<file path="src/rtl/tour_pkg.sv">
// Shared types and constants for the knight-tour command sequencer.
// TOUR_FANFARE_EN selects the opcode used for the horizontal leg.
package tour_pkg;

    localparam int          NUM_MOVES = 24;
    localparam logic [7:0]  RESP_ACK  = 8'hA5;
    localparam logic [7:0]  RESP_DONE = 8'h5A;

    localparam logic [3:0]  OP_MOVE    = 4'h2;
    localparam logic [3:0]  OP_FANFARE = 4'h3;
`ifdef TOUR_FANFARE_EN
    localparam logic [3:0]  OP_HORZ    = OP_FANFARE;
`else
    localparam logic [3:0]  OP_HORZ    = OP_MOVE;
`endif

    // Upper byte of the 12-bit heading field.
    localparam logic [7:0]  HDG_N = 8'h00;
    localparam logic [7:0]  HDG_S = 8'h7F;
    localparam logic [7:0]  HDG_E = 8'hBF;
    localparam logic [7:0]  HDG_W = 8'h3F;

    localparam logic [7:0]  MV_B0 = 8'h01;  // (-1,+2)
    localparam logic [7:0]  MV_B1 = 8'h02;  // (+1,+2)
    localparam logic [7:0]  MV_B2 = 8'h04;  // (-2,+1)
    localparam logic [7:0]  MV_B3 = 8'h08;  // (-2,-1)
    localparam logic [7:0]  MV_B4 = 8'h10;  // (-1,-2)
    localparam logic [7:0]  MV_B5 = 8'h20;  // (+1,-2)
    localparam logic [7:0]  MV_B6 = 8'h40;  // (+2,-1)
    localparam logic [7:0]  MV_B7 = 8'h80;  // (+2,+1)

    typedef enum logic [2:0] {
        ST_IDLE   = 3'd0,
        ST_VERT   = 3'd1,
        ST_HOLD_V = 3'd2,
        ST_HORZ   = 3'd3,
        ST_HOLD_H = 3'd4
    } tour_state_t;

    function automatic logic [15:0] build_cmd(input logic [3:0] op,
                                              input logic [7:0] hdg,
                                              input logic [3:0] sq);
        return {op, hdg, sq};
    endfunction

endpackage

</file>
<file path="src/rtl/tour_move_decode.sv">
// Combinational decode of a one-hot knight move into vertical and horizontal legs.
// Anything that is not exactly one-hot decodes to a zero-length northward leg.
module tour_move_decode
    import tour_pkg::*;
(
    input  logic [7:0] move_i,
    output logic [7:0] hdg_v_o,
    output logic [3:0] sq_v_o,
    output logic [7:0] hdg_h_o,
    output logic [3:0] sq_h_o
);

    always_comb begin
        hdg_v_o = HDG_N;
        sq_v_o  = 4'd0;
        hdg_h_o = HDG_N;
        sq_h_o  = 4'd0;
        unique case (move_i)
            MV_B0: begin hdg_v_o = HDG_N; sq_v_o = 4'd2; hdg_h_o = HDG_W; sq_h_o = 4'd1; end
            MV_B1: begin hdg_v_o = HDG_N; sq_v_o = 4'd2; hdg_h_o = HDG_E; sq_h_o = 4'd1; end
            MV_B2: begin hdg_v_o = HDG_N; sq_v_o = 4'd1; hdg_h_o = HDG_W; sq_h_o = 4'd2; end
            MV_B3: begin hdg_v_o = HDG_S; sq_v_o = 4'd1; hdg_h_o = HDG_W; sq_h_o = 4'd2; end
            MV_B4: begin hdg_v_o = HDG_S; sq_v_o = 4'd2; hdg_h_o = HDG_W; sq_h_o = 4'd1; end
            MV_B5: begin hdg_v_o = HDG_S; sq_v_o = 4'd2; hdg_h_o = HDG_E; sq_h_o = 4'd1; end
            MV_B6: begin hdg_v_o = HDG_S; sq_v_o = 4'd1; hdg_h_o = HDG_E; sq_h_o = 4'd2; end
            MV_B7: begin hdg_v_o = HDG_N; sq_v_o = 4'd1; hdg_h_o = HDG_E; sq_h_o = 4'd2; end
            default: begin
                hdg_v_o = HDG_N;
                sq_v_o  = 4'd0;
                hdg_h_o = HDG_N;
                sq_h_o  = 4'd0;
            end
        endcase
    end

endmodule

</file>
<file path="src/rtl/tour_cmd_seq.sv">
// Replays the solver's move list as vertical/horizontal command pairs, overriding the UART path.
// TOUR_FANFARE_EN (in tour_pkg) makes the horizontal leg a fanfare command.
module tour_cmd_seq
    import tour_pkg::*;
(
    input  logic        clk,
    input  logic        rst_n,
    input  logic        start_tour,
    input  logic [7:0]  move,
    output logic [4:0]  mv_indx,
    input  logic [15:0] cmd_UART,
    input  logic        cmd_rdy_UART,
    output logic [15:0] cmd,
    output logic        cmd_rdy,
    input  logic        clr_cmd_rdy,
    input  logic        send_resp,
    output logic [7:0]  resp,
    output tour_state_t state_dbg
);

    localparam logic [4:0] LAST_INDX = 5'(NUM_MOVES - 1);

    // Handshake: a leg is offered with cmd_rdy=1 and is accepted on clr_cmd_rdy;
    // the leg is complete on send_resp, which is only honoured after acceptance.

    tour_state_t state_q, state_d;
    logic [4:0]  mv_indx_q, mv_indx_d;

    logic [7:0]  hdg_v, hdg_h;
    logic [3:0]  sq_v, sq_h;
    logic [15:0] tour_cmd;
    logic        tour_cmd_rdy;
    logic        tour_active;

    tour_move_decode u_decode (
        .move_i  (move),
        .hdg_v_o (hdg_v),
        .sq_v_o  (sq_v),
        .hdg_h_o (hdg_h),
        .sq_h_o  (sq_h)
    );

    always_ff @(posedge clk or negedge rst_n) begin
        if (!rst_n) begin
            state_q   <= ST_IDLE;
            mv_indx_q <= 5'd0;
        end else begin
            state_q   <= state_d;
            mv_indx_q <= mv_indx_d;
        end
    end

    always_comb begin
        state_d   = state_q;
        mv_indx_d = mv_indx_q;
        unique case (state_q)
            ST_IDLE: begin
                if (start_tour) begin
                    state_d   = ST_VERT;
                    mv_indx_d = 5'd0;
                end
            end
            ST_VERT: begin
                if (clr_cmd_rdy) state_d = ST_HOLD_V;
            end
            ST_HOLD_V: begin
                if (send_resp) state_d = ST_HORZ;
            end
            ST_HORZ: begin
                if (clr_cmd_rdy) state_d = ST_HOLD_H;
            end
            ST_HOLD_H: begin
                if (send_resp) begin
                    if (mv_indx_q == LAST_INDX) begin
                        state_d   = ST_IDLE;
                        mv_indx_d = 5'd0;
                    end else begin
                        state_d   = ST_VERT;
                        mv_indx_d = mv_indx_q + 5'd1;
                    end
                end
            end
            default: begin
                state_d   = ST_IDLE;
                mv_indx_d = 5'd0;
            end
        endcase
    end

    always_comb begin
        tour_cmd     = 16'h0000;
        tour_cmd_rdy = 1'b0;
        resp         = RESP_ACK;
        unique case (state_q)
            ST_VERT: begin
                tour_cmd     = build_cmd(OP_MOVE, hdg_v, sq_v);
                tour_cmd_rdy = 1'b1;
            end
            ST_HORZ: begin
                tour_cmd     = build_cmd(OP_HORZ, hdg_h, sq_h);
                tour_cmd_rdy = 1'b1;
            end
            ST_HOLD_H: begin
                if (mv_indx_q == LAST_INDX) resp = RESP_DONE;
            end
            default: begin
                tour_cmd     = 16'h0000;
                tour_cmd_rdy = 1'b0;
            end
        endcase
    end

    // UART requests arriving mid-tour are dropped, not deferred.
    assign tour_active = (state_q != ST_IDLE);
    assign cmd         = tour_active ? tour_cmd     : cmd_UART;
    assign cmd_rdy     = tour_active ? tour_cmd_rdy : cmd_rdy_UART;
    assign mv_indx     = mv_indx_q;
    assign state_dbg   = state_q;

endmodule

</file>
<file path="config.mk">
export PLATFORM = sky130hd
export DESIGN_NAME = tour_cmd_seq
export DESIGN_NICKNAME = d
export VERILOG_FILES = /design/src/rtl/tour_pkg.sv /design/src/rtl/tour_move_decode.sv /design/src/rtl/tour_cmd_seq.sv
export SDC_FILE = /design/constraint.sdc
export NUM_CORES = 1
export LEC_CHECK = 0
export ABC_AREA = 1
export BUFFER_PORTS_ARGS = -buffer_cell sky130_fd_sc_hd__buf_2
export CAP_MARGIN = 5
export CORE_MARGIN = 3
export CORE_UTILIZATION = 37
export CTS_CLUSTER_DIAMETER = 60
export CTS_CLUSTER_SIZE = 16
export DETAILED_ROUTE_END_ITERATION = 7
export PLACE_DENSITY = 0.75
export SYNTH_ARGS = -nofsm -noshare
export SYNTH_HDL_FRONTEND = slang
export SYNTH_SLANG_ARGS = --single-unit
</file>
<file path="constraint.sdc">
create_clock -name clk -period 1.68 [get_ports clk]
set_input_delay 0.504 -clock clk [delete_from_list [all_inputs] [get_ports clk]]
set_output_delay 0.504 -clock clk [all_outputs]
set_load 0.02 [all_outputs]
</file>
==> flow_metrics.py <==
metrics = {
    "synth": {
        "synth_largest_area_cell": "dfrtp_1",
        "yosysWarnings": 0,
        "synth_edf_count": 0,
        "synth.most_common_cell": "nand2_1",
        "yosysUniqueCellTypes": 24,
        "ys_async_sr_fraction_pct": 100.0,
        "yosys-top-cells-count": "47 x nand2_1, 30 x nor2_1, 26 x inv_1",
        "ys_seq_area_share_pct": 21.51,
        "synth_top_area_share_pct": 21.51,
        "netlist_area_um2": 930.9,
        "netlist_top_cells_area": "dfrtp_1 22%, nand2_1 19%, nor2_1 12%",
        "ys_ff_latch": 8,
        "synth_fp_nets": 197,
        "postSynthCellCount": 166,
        "synth_ff_type": "dfrtp_1",
        "syn_avg_cell_area_um2": 5.608,
    },
    "placement": {
        "routabilityCongestion": 0.8180,
        "dp_hpwl_um": 2230,
        "place_worst_setup_slack_ps": -367.2,
        "portBuffers": 62,
    },
    "min_path": {
        "hp-class": "in -> async",
    },
    "clock_network": {
        "cts_tree": "yes",
        "path_clk_slew_ps": 60,
        "holdBufCountCts": 0,
        "cts.sinks": 8,
        "htree_levels": 1,
        "numCtsBuffers": 3,
        "clock_latency_ps": 260,
        "clockBufferDepth": 2,
        "cts_root_buf": "clkbuf_4",
    },
    "global_route": {
        "grt_usage_pct": 23.67,
        "grt_pass1_wl_um": 6051,
        "grt_overflow_total": 0,
        "grt_pass1_vias": 1398,
        "antenna_found_initial": 0,
        "grt_max_degree": 9,
    },
    "detailed_routing": {
        "postRouteAntennaNets": 0,
        "routedWlPerCell_um": 16.05,
        "drc": 0,
        "firstDrtPassIters": 4,
        "dr.first_iter.drc_count": 64,
        "via_per_inst": 5.332,
        "dr_total_vias": 1509,
        "wirelength_um": 4543,
    },
    "layout": {
        "finalNetCount": 287,
        "synthToLayoutAreaGrowth_pct": 116.1,
        "drive_gt1_share_pct": 69.80,
        "n_antenna_cell": 0,
        "postLayoutCoreUtil_pct": 87.58,
    },
    "floorplanning": {
        "core-area_um2": 2297,
        "die_w_um": 56.16,
        "std_cell_rows": 17,
        "die_height_um": 56.16,
        "pin_count": 63,
        "start_util_pct": 40.52,
        "die_area_um2": 3154,
    },
    "worst_setup_path": {
        "critPathKind": "in -> out",
        "cp-start-kind": "input port",
        "cp_max_fo": 7,
        "arrival_ps": 1570,
        "crit_path_end_kind": "output port",
        "cp-startpoint": "move[1]",
        "reg2reg_from": "state_dbg[2]$_DFFE_PN0P_",
        "required_ps": 1180,
    },
    "timing": {
        "hold_viol": 0,
        "finClkSkew_ps": 1.037,
        "max_freq_mhz": 482.4,
        "drv_slew": 0,
        "finalCritPeriodShare_pct": 123.4,
        "min_period_ps": 2073,
        "relSlewSlack_pct": 79.75,
        "tightest_slew_ps": 302.6,
        "finalSetupViolCount": 33,
        "rsz0062_at_grt": "true",
        "fin_tns_setup_ps": -8733,
        "setup_slack_ps": -393.1,
    },
    "run_status": {
        "status": "complete, but fails checks",
        "failed_checks": "setup timing",
    },
    "pwr": {
        "peakVddDrop_uv": 1382,
        "p_per_area_nw_per_um2": 1256,
        "p_leak_nw": 1.141,
    },
    "flow_run": {
        "cap_viol_max_count": 0,
    },
}
[kinds of logic after synthesis]
logic type | after synthesis | synth area share (%)
AND/OR/NAND/NOR | 107 | 49.87
buffers and inverters | 37 | 17.47
AO/OA/AOI/OAI | 11 | 7.931
flip-flops | 8 | 21.51
XOR/XNOR | 2 | 1.882
adder cells (fa/ha/maj) | 1 | 1.344
[final timing paths]
kind	slack, ps	depth (start not counted)	end
worst max register to register	-190	12	mv_indx[1]$_DFFE_PN0P_
worst max-delay path	-390	8	cmd[4]
worst min-delay path	80	1	mv_indx[4]$_DFFE_PN0P_
worst min register to register	560	2	mv_indx[2]$_DFFE_PN0P_
min in group clk	520	4	state_dbg[0]$_DFFE_PN0P_
max in group asynchronous	1410	1	mv_indx[0]$_DFFE_PN0P_
[report_power, final]
group / total, mW / internal, mW / switching [mW]
sequential: 0.309 / 0.244 / 0.0658
combinational: 2.06 / 0.957 / 1.10
clock: 0.162 / 0.0912 / 0.0705
total: 2.53 / 1.29 / 1.24
[flip-flops by register name (all words and copies together) (netlist names)]
signal and count:
mv_indx 5, state_dbg 3
[layout make-up]
| type | instances | area (um^2) |
|---|---|---|
| Clock buffer | 4 | 26.28 |
| Tap cell | 28 | 35.03 |
| Timing Repair Buffer | 92 | 763.2 |
| Inverter | 30 | 135.1 |
| Fill cell | 108 | 285.3 |
| Sequential cell | 8 | 206.4 |
| Multi-Input combinational cell | 121 | 845.8 |
[per-layer routing]
| metal | up-vias | global-route usage (%) | share of wire (%) | wire length [um] |
|---|---|---|---|---|
| li1 | 685 | - | - | - |
| met1 | 707 | 24.20 | 34 | 1527 |
| met2 | 96 | 45.58 | 56 | 2543 |
| met3 | 21 | 4.176 | 6.4 | 291 |
| met4 | 0 | 10.85 | 4.0 | 180 |
| met5 | - | 0 | 0 | 0 |
[cells in the final DEF (no fill, tap or decap), types with 2 or more instances in the layout]
| cell type | count |
|---|---|
| nor2_1 | 12 |
| buf_2 | 30 |
| nand2_1 | 24 |
| inv_4 | 9 |
| nand2_2 | 19 |
| nand3_1 | 10 |
| inv_2 | 6 |
| nand3_2 | 9 |
| inv_1 | 15 |
| buf_6 | 32 |
| clkbuf_4 | 3 |
| o21ai_1 | 5 |
| nor2_2 | 8 |
| buf_4 | 27 |
| nand2_4 | 9 |
| buf_8 | 2 |
| nor2_4 | 12 |
| dfrtp_1 | 3 |
| dfrtp_2 | 5 |
[critical path, cell delays in order]
cell     delay (ps)
buf_6            90
nor2_2           50
buf_4           130
nand3_1         110
nand2_2          80
o21ai_4         300
nand3_2         150
buf_6           150
[through the flow]
step | instance area [um^2] | hold slack (ps) | std cells | total power, mW
after detailed placement | 1465 | 356.8 | 266 | 1.646
after global routing | 2012 | 96.15 | 283 | 2.646
after floorplan | 1032 | 208.4 | 166 | 1.110
final | 2012 | 83.57 | 283 | 2.527
after CTS | 1849 | 83.69 | 276 | 2.226
after global placement | 1465 | 354.6 | 266 | 1.633
[timing repair]
| action | 4_1_cts | 5_1_grt |
|---|---|---|
| buffers inserted | 5 | 7 |
| endpoints found under the setup margin | 25 | 31 |
| cloned | 1 | 0 |
| resized for setup | 95 | 39 |
| pin swaps | 18 | 16 |
No activity file was read; power rests on OpenSTA's default activity.
